`src/rtl/alu_parity_pipe.sv`:
```
// alu_parity_pipe: 3-stage one-hot ALU (decode, ALU, parity/output).
// Define ALU_PARITY_PIPE_ERRCNT_EN to enable the saturating err_count.
module alu_parity_pipe #(
  parameter int WIDTH = 4
) (
  input  logic             clk,
  input  logic             rst,
  input  logic [7:0]       funccode,
  input  logic [WIDTH-1:0] a,
  input  logic [WIDTH-1:0] b,
  input  logic             in_valid,
  output logic             in_ready,
  output logic [WIDTH-1:0] result,
  output logic             parity,
  output logic             op_err,
  output logic             out_valid,
  input  logic             out_ready,
  output logic [7:0]       err_count
);

  logic             s1_v_q;
  logic [2:0]       s1_op_q;
  logic             s1_err_q;
  logic [WIDTH-1:0] s1_a_q;
  logic [WIDTH-1:0] s1_b_q;
  logic [2:0]       s1_op_d;
  logic             s1_err_d;

  logic             s2_v_q;
  logic [WIDTH-1:0] s2_res_q;
  logic             s2_err_q;
  logic [WIDTH-1:0] s2_res_d;
  logic [WIDTH-1:0] alu;

  logic             s3_v_q;
  logic [WIDTH-1:0] s3_res_q;
  logic             s3_par_q;
  logic             s3_err_q;

  logic             s2_adv;
  logic             s3_adv;

  // Stage advance chain: a stage moves when empty or its successor moves
  always_comb begin
    s3_adv   = !s3_v_q || out_ready;
    s2_adv   = !s2_v_q || s3_adv;
    in_ready = !s1_v_q || s2_adv;
  end

  // One-hot to binary opcode; flag zero or multi-hot selects
  always_comb begin
    s1_op_d = 3'd0;
    for (int i = 0; i < 8; i++) begin
      if (funccode[i]) s1_op_d = 3'(i);
    end
    s1_err_d = (funccode == 8'd0) ||
               ((funccode & (funccode - 8'd1)) != 8'd0);
  end

  // S1: capture decoded op and operands
  always_ff @(posedge clk) begin
    if (rst) begin
      s1_v_q   <= 1'b0;
      s1_op_q  <= '0;
      s1_err_q <= 1'b0;
      s1_a_q   <= '0;
      s1_b_q   <= '0;
    end else if (in_ready) begin
      s1_v_q <= in_valid;
      if (in_valid) begin
        s1_op_q  <= s1_op_d;
        s1_err_q <= s1_err_d;
        s1_a_q   <= a;
        s1_b_q   <= b;
      end
    end
  end

  // ALU; an illegal select forces a zero result
  always_comb begin
    alu = '0;
    unique case (s1_op_q)
      3'd0: alu = s1_a_q + s1_b_q;
      3'd1: alu = s1_a_q - s1_b_q;
      3'd2: alu = s1_a_q & s1_b_q;
      3'd3: alu = s1_a_q | s1_b_q;
      3'd4: alu = s1_a_q ^ s1_b_q;
      3'd5: alu = ~s1_a_q;
      3'd6: alu = {s1_a_q[WIDTH-2:0], 1'b0};
      3'd7: alu = {1'b0, s1_a_q[WIDTH-1:1]};
    endcase
    s2_res_d = s1_err_q ? '0 : alu;
  end

  // S2: register ALU result and error flag
  always_ff @(posedge clk) begin
    if (rst) begin
      s2_v_q   <= 1'b0;
      s2_res_q <= '0;
      s2_err_q <= 1'b0;
    end else if (s2_adv) begin
      s2_v_q <= s1_v_q;
      if (s1_v_q) begin
        s2_res_q <= s2_res_d;
        s2_err_q <= s1_err_q;
      end
    end
  end

  // S3: output register with parity of the result
  always_ff @(posedge clk) begin
    if (rst) begin
      s3_v_q   <= 1'b0;
      s3_res_q <= '0;
      s3_par_q <= 1'b0;
      s3_err_q <= 1'b0;
    end else if (s3_adv) begin
      s3_v_q <= s2_v_q;
      if (s2_v_q) begin
        s3_res_q <= s2_res_q;
        s3_par_q <= ^s2_res_q;
        s3_err_q <= s2_err_q;
      end
    end
  end

  assign result    = s3_res_q;
  assign parity    = s3_par_q;
  assign op_err    = s3_err_q;
  assign out_valid = s3_v_q;

`ifdef ALU_PARITY_PIPE_ERRCNT_EN
  logic [7:0] errcnt_q;
  logic [7:0] errcnt_d;

  // Count erroneous output transfers, saturating at 255
  always_comb begin
    errcnt_d = errcnt_q;
    if (s3_v_q && out_ready && s3_err_q && (errcnt_q != 8'hFF))
      errcnt_d = errcnt_q + 8'd1;
  end

  // Error counter register
  always_ff @(posedge clk) begin
    if (rst) errcnt_q <= 8'd0;
    else     errcnt_q <= errcnt_d;
  end

  assign err_count = errcnt_q;
`else
  assign err_count = 8'd0;
`endif

endmodule

```
`config.mk`:
```
export PLATFORM = sky130hd
export DESIGN_NAME = alu_parity_pipe
export DESIGN_NICKNAME = d
export VERILOG_FILES = /design/src/rtl/alu_parity_pipe.sv
export SDC_FILE = /design/constraint.sdc
export NUM_CORES = 1
export LEC_CHECK = 0
export ABC_AREA = 0
export CAP_MARGIN = 20
export CORE_MARGIN = 2
export CORE_UTILIZATION = 54
export CTS_CLUSTER_DIAMETER = 120
export DETAILED_ROUTE_END_ITERATION = 12
export HOLD_SLACK_MARGIN = 0.12
export PLACE_DENSITY = 0.82
export SYNTH_ARGS = -nofsm -noshare
export SYNTH_HDL_FRONTEND = slang
export SYNTH_SLANG_ARGS = --single-unit
```
`constraint.sdc`:
```
create_clock -name clk -period 5.2 [get_ports clk]
set_clock_uncertainty 0.05 [all_clocks]
set_input_delay 1.04 -clock clk [delete_from_list [all_inputs] [get_ports clk]]
set_output_delay 1.04 -clock clk [all_outputs]
set_load 0.02 [all_outputs]
```
==> results of run 1 <==
tightest hold or removal path, stage by stage, from the launching register on:
cell	delay [ps]
dfxtp_1	360
nand2_1	60
a21oi_1	50
final cells by class:
cell class                 instances  area [µm²]  share of cell area
timing repair buffer              28         278               0.144
multi-input combinational        154         978               0.507
sequential                        26         520               0.270
tap                               31        38.8              0.0201
inverter                          16        60.1              0.0311
clock buffer                       3        22.5              0.0117
clock inverter                     1        30.0              0.0156
metal layers:
metal | up-vias | GRT usage
met5 | - | 0
met3 | 2 | 0.0393
li1 | 735 | -
met1 | 666 | 0.259
met2 | 28 | 0.365
met4 | 0 | 0.0584
stage by stage:
step / hold WS, ps / power (mW)
2_1_floorplan: 397 / 0.299
3_3_place_gp: 413 / 0.323
3_5_place_dp: 425 / 0.325
4_1_cts: 447 / 0.462
5_1_grt: 491 / 0.487
6_report: 451 / 0.461
sequential cells by signal, summed over array words and instances, names as in the netlist:
signal     count
s2_err_q       1
s1_b_q         4
s2_res_q       4
s1_err_q       1
op_err         1
s1_a_q         4
s1_v_q         1
out_valid      1
result         4
s2_v_q         1
s1_op_q        3
parity         1
placed cells by master (no fill, tap or decap), drive strengths merged, types with 3 or more instances in the layout:
cell type and instances:
mux2i 8, clkbuf 3, a311oi 4, o21ai 12
xnor2 6, a21oi 18, nor2 23, nand2b 3
dfxtp 26, conb 8, inv 16, clkdlybuf4s50 27
ha 12, nand2 29, a211oi 3
logic make-up (layout without fill, tap and decap cells):
family                     count (synthesis)  in the layout
DFF                                       26             26
and+or+nand+nor                           64             64
muxes                                      9              9
buffers and inverters                     33             48
adders and majority gates                 13             13
xor gates and xnor gates                   8              8
other                                      1              8
AOI/OAI and AO/OA                         52             52
path summary, 6_finish.rpt:
check	start	end	slack [ps]	depth (start not counted)
hold / removal	s1_b_q[1]	s1_b_q[1]	450	2
setup reg to reg	s1_op_q[1]	s2_res_q[2]	2780	8
setup / recovery	out_ready	in_ready	1630	4
hold reg to reg	s1_b_q[1]	s1_b_q[1]	450	2
power breakdown:
part / total [mW] / switching (mW) / internal [mW]
registers: 0.226 / 0.0168 / 0.209
logic: 0.0962 / 0.0487 / 0.0475
clock network: 0.139 / 0.0609 / 0.0780
total: 0.461 / 0.126 / 0.334
==> flow_metrics.env, run 1 <==
export IMPL_synth_top_family_by_area="compound AO/OA/AOI/OAI gates"
export IMPL_dp_hpwl_mm=2.29
export IMPL_synth_async_reset_ratio=0
export IMPL_status="completed"
export IMPL_path_buf_inv=2
export IMPL_vias=1431
export IMPL_cp_top_family="buffers and inverters"
export IMPL_cp_cell_sequence="clkdlybuf4s50_1 > and3b_1 > nand2_1 > clkdlybuf4s50_1"
export IMPL_syn_area_um2=1640
export IMPL_gp_congestion=0.820
export IMPL_cap_viol_max_count=0
export IMPL_finalHoldViolCount=0
export IMPL_rows=19
export IMPL_final_util=0.682
export IMPL_worst_slew_pin_slew_ps=984
export IMPL_syn_instance_count=206
export IMPL_rsz0062_at_grt="no"
export IMPL_place_area_um2=1870
export IMPL_crit_fanout=4
export IMPL_grt_pass1_wl_mm=5.71
export IMPL_arrival_ps=2480
export IMPL_antenna_left=0
export IMPL_drt_total_wl_mm=3.13
export IMPL_clockBufferDepth=2
export IMPL_holdBufCountCts=0
export IMPL_ctsResizeCount=0
export IMPL_ctsHtreeMaxLevel=1
export IMPL_fin_crit_sh=0.687
export IMPL_synthFlopType="dfxtp_1"
export IMPL_synth_seq_cells=26
export IMPL_yosysMostFrequentCell="nand2_1"
export IMPL_core_area_um2=2830
export IMPL_antenna_found_initial=0
export IMPL_place_ws_ps=1630
export IMPL_final_area_um2=1930
export IMPL_nNetsFinal=262
export IMPL_worstSkewPairLatency_ps=320
export IMPL_seq_area_frac_synth=0.318
export IMPL_cts_tree="done"
export IMPL_grt_pass1_vias=1352
export IMPL_synth_xor_area_frac=0.0427
export IMPL_start_util=0.579
export IMPL_die_h_um=59.1
export IMPL_hp_class="reg -> reg"
export IMPL_synth_top_cells_by_count="29 x nand2_1, 26 x dfxtp_1, 23 x nor2_1, 18 x a21oi_1, 16 x inv_1"
export IMPL_critical_path_class="in -> out"
export IMPL_grt_usage=0.208
export IMPL_wl_met2_mm=1.51
export IMPL_synth_compound_area_frac=0.199
export IMPL_max_stage_delay_ps=610
export IMPL_clkTransAtPathRegs_ps=140
export IMPL_slowest_stage="clkdlybuf4s50_1"
export IMPL_stdcell_count=259
export IMPL_wire_per_inst_um=12.1
export IMPL_synthSimpleGateAreaFrac=0.170
export IMPL_yosys_cell_types_count=41
export IMPL_path_common_cell="clkdlybuf4s50_1"
export IMPL_synth_edf_count=0
export IMPL_synthMuxAreaShare=0.0626
export IMPL_synth_top_area_share=0.318
export IMPL_startpoint_type="input port"
export IMPL_power_per_cell_area_nw_per_um2=239
export IMPL_grt_max_degree=29
export IMPL_diodes=0
export IMPL_slew_headroom=0.342
export IMPL_die_area_um2=3490
export IMPL_wl_met1_mm=1.50
export IMPL_setup_viol=0
export IMPL_viasPerCell=5.53
export IMPL_layout_drive_gt1_share=0.0307
export IMPL_final_min_clock_period_ps=3570
export IMPL_dp_cells=254
export IMPL_io_buffers=27
export IMPL_timing_fmax_ghz=0.280
export IMPL_yosys_area_share_adder=0.104
export IMPL_post_cts_setup_buffer_count=0
export IMPL_ys_top_cells_by_area="dfxtp_1 32%, ha_1 9.2%, nand2_1 6.6%, a21oi_1 5.5%, nor2_1 5.3%"
export IMPL_leakagePower_nw=0.797
export IMPL_syn_to_final_growth_pct=17.6
export IMPL_peakVddDrop_v=0.000162
export IMPL_drtIter0Drc=31
export IMPL_routed_top_layer="met4"
export IMPL_avgSynthCellArea_um2=7.96
export IMPL_wl_met3_um=91
export IMPL_synth_warnings=0
export IMPL_drcViolationCount=0
export IMPL_cp_data_required_time_ps=4110
export IMPL_cts_buffers=3
export IMPL_layout_setup_ws_ps=1630
export IMPL_root_buffer="clkbuf_4"
export IMPL_drv_slew=0
export IMPL_overflow=0
export IMPL_n_fill_cell=252
export IMPL_clock_sinks=26
export IMPL_die_x_um=59.1
export IMPL_io_pin_count=36
export IMPL_synth_top_area_cell="dfxtp_1"
export IMPL_setup_tns_ps=0
export IMPL_dr_pass1_iters=4
export IMPL_crit_path_end_kind="primary output"
Power figures use the tool's default switching activity.
==> run 2: changes to the inputs <==
CORE_UTILIZATION = 50   (was 54)
PLACE_DENSITY = 0.76   (was 0.82)
clock period = 3.5 ns   (was 5.2 ns; I/O delays follow)
==> run 2 against run 1 <==
Effect of this change: cell count grew 5.4%; via count fell by 1.3%; combinational power grew 50%; hold slack lost 3.8 ps; clock power increased by 51%; final area grew 1.2%; sequential power increased by 48%; critical path depth unchanged; first-iteration DRC count is 55% higher; clock-buffer cell count did not move; global-route usage down 2.1 points; register-to-register slack lost 1700 ps; critical endpoint unchanged; largest cell class unchanged; largest power group unchanged; highest routed layer unchanged.
==> flow_metrics.env, run 2 (synthesized netlist as in run 1, its figures left out) <==
export IMPL_cap_viol_max_count=0
export IMPL_grt_max_degree=29
export IMPL_final_min_clock_period_ps=2890
export IMPL_holdBufCountCts=0
export IMPL_gp_congestion=0.769
export IMPL_hp_start="parity"
export IMPL_place_ws_ps=616
export IMPL_post_cts_setup_buffer_count=0
export IMPL_start_util=0.533
export IMPL_die_x_um=61.3
export IMPL_status="completed"
export IMPL_drt_total_wl_mm=3.08
export IMPL_dp_hpwl_mm=2.30
export IMPL_antenna_left=0
export IMPL_slowest_stage="clkdlybuf4s50_1"
export IMPL_root_buffer="clkbuf_4"
export IMPL_cp_data_required_time_ps=2750
export IMPL_path_buf_inv=2
export IMPL_dp_cells=269
export IMPL_timing_fmax_ghz=0.346
export IMPL_core_area_um2=3080
export IMPL_peakVddDrop_v=0.000206
export IMPL_antenna_found_initial=0
export IMPL_ctsResizeCount=0
export IMPL_n_fill_cell=284
export IMPL_whs_endpoint="parity"
export IMPL_finalHoldViolCount=0
export IMPL_regArea_um2=520
export IMPL_fin_crit_sh=0.825
export IMPL_wire_per_inst_um=11.3
export IMPL_die_area_um2=3750
export IMPL_nNetsFinal=263
export IMPL_startpoint_type="input port"
export IMPL_worst_slew_pin_slew_ps=692
export IMPL_setup_viol=0
export IMPL_layout_drive_gt1_share=0.0349
export IMPL_grt_pass1_wl_mm=5.25
export IMPL_setup_tns_ps=0
export IMPL_leakagePower_nw=0.802
export IMPL_io_pin_count=36
export IMPL_hp_class="reg -> reg"
export IMPL_cts_tree="done"
export IMPL_crit_fanout=4
export IMPL_grt_pass1_vias=1221
export IMPL_mostFrequentLayoutCells="29 x nand2_1, 27 x clkdlybuf4s50_1, 26 x dfxtp_1, 23 x nor2_1, 18 x a21oi_1"
export IMPL_overflow=0
export IMPL_drcViolationCount=0
export IMPL_rr_startpoint="s1_op_q[1]"
export IMPL_viasPerCell=5.18
export IMPL_clkTransAtPathRegs_ps=140
export IMPL_critical_path_class="in -> out"
export IMPL_drv_slew=0
export IMPL_rsz0062_at_grt="no"
export IMPL_r2r_end="s2_res_q[2]"
export IMPL_rows=20
export IMPL_power_per_cell_area_nw_per_um2=353
export IMPL_max_stage_delay_ps=610
export IMPL_crit_path_end_kind="primary output"
export IMPL_vias=1413
export IMPL_path_common_cell="clkdlybuf4s50_1"
export IMPL_stdcell_count=273
export IMPL_clock_sinks=26
export IMPL_worstSkewPairLatency_ps=330
export IMPL_multi_input_area_um2=978
export IMPL_cp_cell_sequence="clkdlybuf4s50_1 > and3b_1 > nand2_1 > clkdlybuf4s50_1"
export IMPL_cts_buffers=3
export IMPL_layout_cells_most_common="nand2_1"
export IMPL_r2r_setup_slack_ps=1070
export IMPL_diodes=0
export IMPL_final_util=0.634
export IMPL_worst_r2r_cell_count=8
export IMPL_die_h_um=61.3
export IMPL_drtIter0Drc=48
export IMPL_syn_to_final_growth_pct=19.1
export IMPL_dr_pass1_iters=4
export IMPL_clockBufferDepth=2
export IMPL_holdPathStages=2
export IMPL_grt_usage=0.187
export IMPL_cp_top_family="buffers and inverters"
export IMPL_io_buffers=27
export IMPL_layout_setup_ws_ps=613
export IMPL_ctsHtreeMaxLevel=1
export IMPL_slew_headroom=0.535
export IMPL_arrival_ps=2140
-- run 2: worst max-delay path by stage --
stage	from	endpoint	slack, ps	cells past startpoint
floorplan	s1_op_q[0]	s2_res_q[2]	1400	9
global placement	out_ready	in_ready	630	4
finish	out_ready	in_ready	610	4
global route	out_ready	in_ready	540	4
CTS	out_ready	in_ready	610	4
detailed placement	out_ready	in_ready	620	4
-- run 2: per-layer routing --
metal / global-route usage / wire length (µm)
met4: 0.0683 / 53
met3: 0.0336 / 99
met1: 0.239 / 1520
met2: 0.315 / 1400
met5: 0 / 0
-- run 2: through the flow --
stage | hold slack [ps] | instance area (µm²) | total power [mW]
2_1_floorplan | 397 | 1670 | 0.444
3_3_place_gp | 413 | 1900 | 0.482
3_5_place_dp | 422 | 1900 | 0.485
4_1_cts | 453 | 1950 | 0.694
5_1_grt | 478 | 1950 | 0.730
6_report | 448 | 1950 | 0.688
-- run 2: where the power goes --
| group | internal (mW) | switching, mW | leakage, nW | total (mW) |
|---|---|---|---|---|
| Sequential | 0.310 | 0.0243 | 0.213 | 0.334 |
| Combinational | 0.0715 | 0.0728 | 0.561 | 0.144 |
| Clock | 0.116 | 0.0938 | 0.0279 | 0.210 |
-- run 2: worst register-to-register path: stages (launching register included) --
cell      delay (ps)
dfxtp_1          490
nor2_1           330
nand2_1          120
nand2_1           90
o21ai_0          140
fa_1             440
xor2_1           180
a2111o_1         410
o21ai_0          120
-- run 2: final cells by class --
cell class | instances | share of cell area
multi-input cells | 154 | 0.501
clock buffers | 3 | 0.0115
well taps | 44 | 0.0282
inverters | 16 | 0.0308
clock inverters | 1 | 0.0154
repair buffers | 29 | 0.146
flip-flops and latches | 26 | 0.267
==> run 3: changes to the inputs <==
CORE_UTILIZATION = 45   (was 50)
PLACE_DENSITY = 0.72   (was 0.76)
clock period = 2.5 ns   (was 3.5 ns; I/O delays follow)
==> run 3 against run 2 <==
Effect of this change: register-to-register slack worse by 800 ps; via count up 0.35%; wire length up 2.0%; highest routed layer unchanged; largest power group unchanged; critical path type is now reg -> reg; critical endpoint is now s2_res_q[2].
==> flow_metrics.env, run 3 (synthesized netlist as in run 1, its figures left out) <==
export IMPL_status="completed"
export IMPL_start_util=0.480
export IMPL_hp_start="s1_b_q[1]"
export IMPL_core_area_um2=3420
export IMPL_vias=1418
export IMPL_intPower_uw=704
export IMPL_crit_path_end_kind="flop"
export IMPL_clockBufferDepth=2
export IMPL_r2r_end="s2_res_q[2]"
export IMPL_clockPowerShare=0.295
export IMPL_clock_sinks=26
export IMPL_holdPathStages=2
export IMPL_startpoint="s1_b_q[0]"
export IMPL_die_x_um=64.4
export IMPL_worst_r2r_cell_count=8
export IMPL_nNetsFinal=269
export IMPL_dr_pass1_iters=4
export IMPL_drtIter0Drc=39
export IMPL_crit_fanout=4
export IMPL_layout_drive_gt1_share=0.0596
export IMPL_drv_slew=0
export IMPL_final_min_clock_period_ps=2230
export IMPL_pwr_share_comb=0.235
export IMPL_rsz0062_at_grt="no"
export IMPL_worstSkewPairLatency_ps=320
export IMPL_leakagePower_nw=0.832
export IMPL_dp_hpwl_mm=2.34
export IMPL_final_util=0.586
export IMPL_cap_viol_max_count=0
export IMPL_antenna_left=0
export IMPL_antenna_found_initial=0
export IMPL_power_per_cell_area_nw_per_um2=482
export IMPL_wire_per_inst_um=11.2
export IMPL_finalHoldViolCount=0
export IMPL_cp_data_required_time_ps=2720
export IMPL_post_cts_setup_buffer_count=0
export IMPL_io_buffers=27
export IMPL_cts_tree="done"
export IMPL_layout_cells_most_common="nand2_1"
export IMPL_p_sw_frac=0.271
export IMPL_arrival_ps=2450
export IMPL_timing_fmax_ghz=0.448
export IMPL_io_pin_count=36
export IMPL_syn_to_final_growth_pct=22.1
export IMPL_diodes=0
export IMPL_setup_viol=0
export IMPL_drcViolationCount=0
export IMPL_p_sw_uw=262
export IMPL_root_buffer="clkbuf_4"
export IMPL_drt_total_wl_mm=3.14
export IMPL_startpoint_type="flop"
export IMPL_mostFrequentLayoutCells="29 x nand2_1, 26 x clkdlybuf4s50_1, 26 x dfxtp_1, 23 x nor2_1, 18 x a21oi_1"
export IMPL_setup_tns_ps=0
export IMPL_grt_pass1_vias=1309
export IMPL_cts_buffers=3
export IMPL_whs_endpoint="s1_b_q[1]"
export IMPL_die_h_um=64.4
export IMPL_overflow=0
export IMPL_grt_max_degree=29
export IMPL_critical_path_class="reg -> reg"
export IMPL_grt_usage=0.163
export IMPL_viasPerCell=5.05
export IMPL_clkTransAtPathRegs_ps=150
export IMPL_r2r_setup_slack_ps=270
export IMPL_worst_slew_pin_slew_ps=466
export IMPL_ctsHtreeMaxLevel=1
export IMPL_peakVddDrop_v=0.000376
export IMPL_grt_pass1_wl_mm=5.45
export IMPL_fin_crit_sh=0.893
export IMPL_die_area_um2=4140
export IMPL_power_frac_seq=0.470
export IMPL_rr_startpoint="s1_b_q[0]"
export IMPL_hp_class="reg -> reg"
export IMPL_slew_headroom=0.681
export IMPL_rows=21
export IMPL_gp_congestion=0.852
run 3: cell types whose count changed in the layout (fill, tap and decap cells not counted):
| cell | previous run | this run |
|---|---|---|
| buf_4 | 2 | 8 |
| dlymetal6s2s_1 | 0 | 1 |
| clkdlybuf4s50_1 | 27 | 26 |
run 3: worst max-delay path by stage:
stage,end,slack [ps],depth (start not counted)
3_3_place_gp,in_ready,50,4
6_report,s2_res_q[2],270,8
5_1_grt,s2_res_q[2],180,8
3_5_place_dp,in_ready,50,4
2_1_floorplan,s2_res_q[2],400,9
4_1_cts,in_ready,40,4
run 3: layer usage:
metal,vias to the layer above,wire [µm],GRT usage
li1,752,-,-
met2,29,1450,0.286
met4,0,33,0.0399
met1,635,1540,0.204
met5,-,0,0
met3,2,117,0.0317
run 3: power groups by stage:
| stage | registers [mW] | logic (mW) | clock network, mW |
|---|---|---|---|
| detailed placement | 0.463 | 0.226 | 0 |
| global placement | 0.463 | 0.223 | 0 |
| CTS | 0.454 | 0.228 | 0.291 |
| finish | 0.454 | 0.227 | 0.285 |
| global route | 0.457 | 0.256 | 0.308 |
| floorplan | 0.461 | 0.161 | 0 |
run 3: timing repair:
item / 4_1_cts / 5_1_grt
gates resized for setup: 0 / 1
hold buffers: 0 / 0
setup endpoints to repair: 0 / 1
run 3: per-stage QoR:
step	setup slack, ps	power, mW	area (µm²)	hold WS [ps]	std cells
global placement	54.0	0.686	1950	418	277
floorplan	395	0.622	1670	397	213
finish	268	0.965	2000	446	281
detailed placement	54.5	0.690	1950	427	277
CTS	43.5	0.973	2000	449	281
global route	177	1.02	2000	472	281
run 3: final cells by class:
| cell class | count | area [µm²] |
|---|---|---|
| clock buffers | 3 | 22.5 |
| repair buffers | 35 | 333 |
| multi-input cells | 154 | 978 |
| clock inverters | 1 | 30.0 |
| flip-flops and latches | 26 | 520 |
| well taps | 46 | 57.6 |
| inverters | 16 | 60.1 |
| fillers | 315 | 1410 |
run 3: worst max-delay path, stage by stage (launching register included):
cell,delay (ps)
dfxtp_1,410
inv_1,100
ha_1,300
nand2_1,60
o21ai_0,150
fa_1,440
xor2_1,170
a2111o_1,400
o21ai_0,130
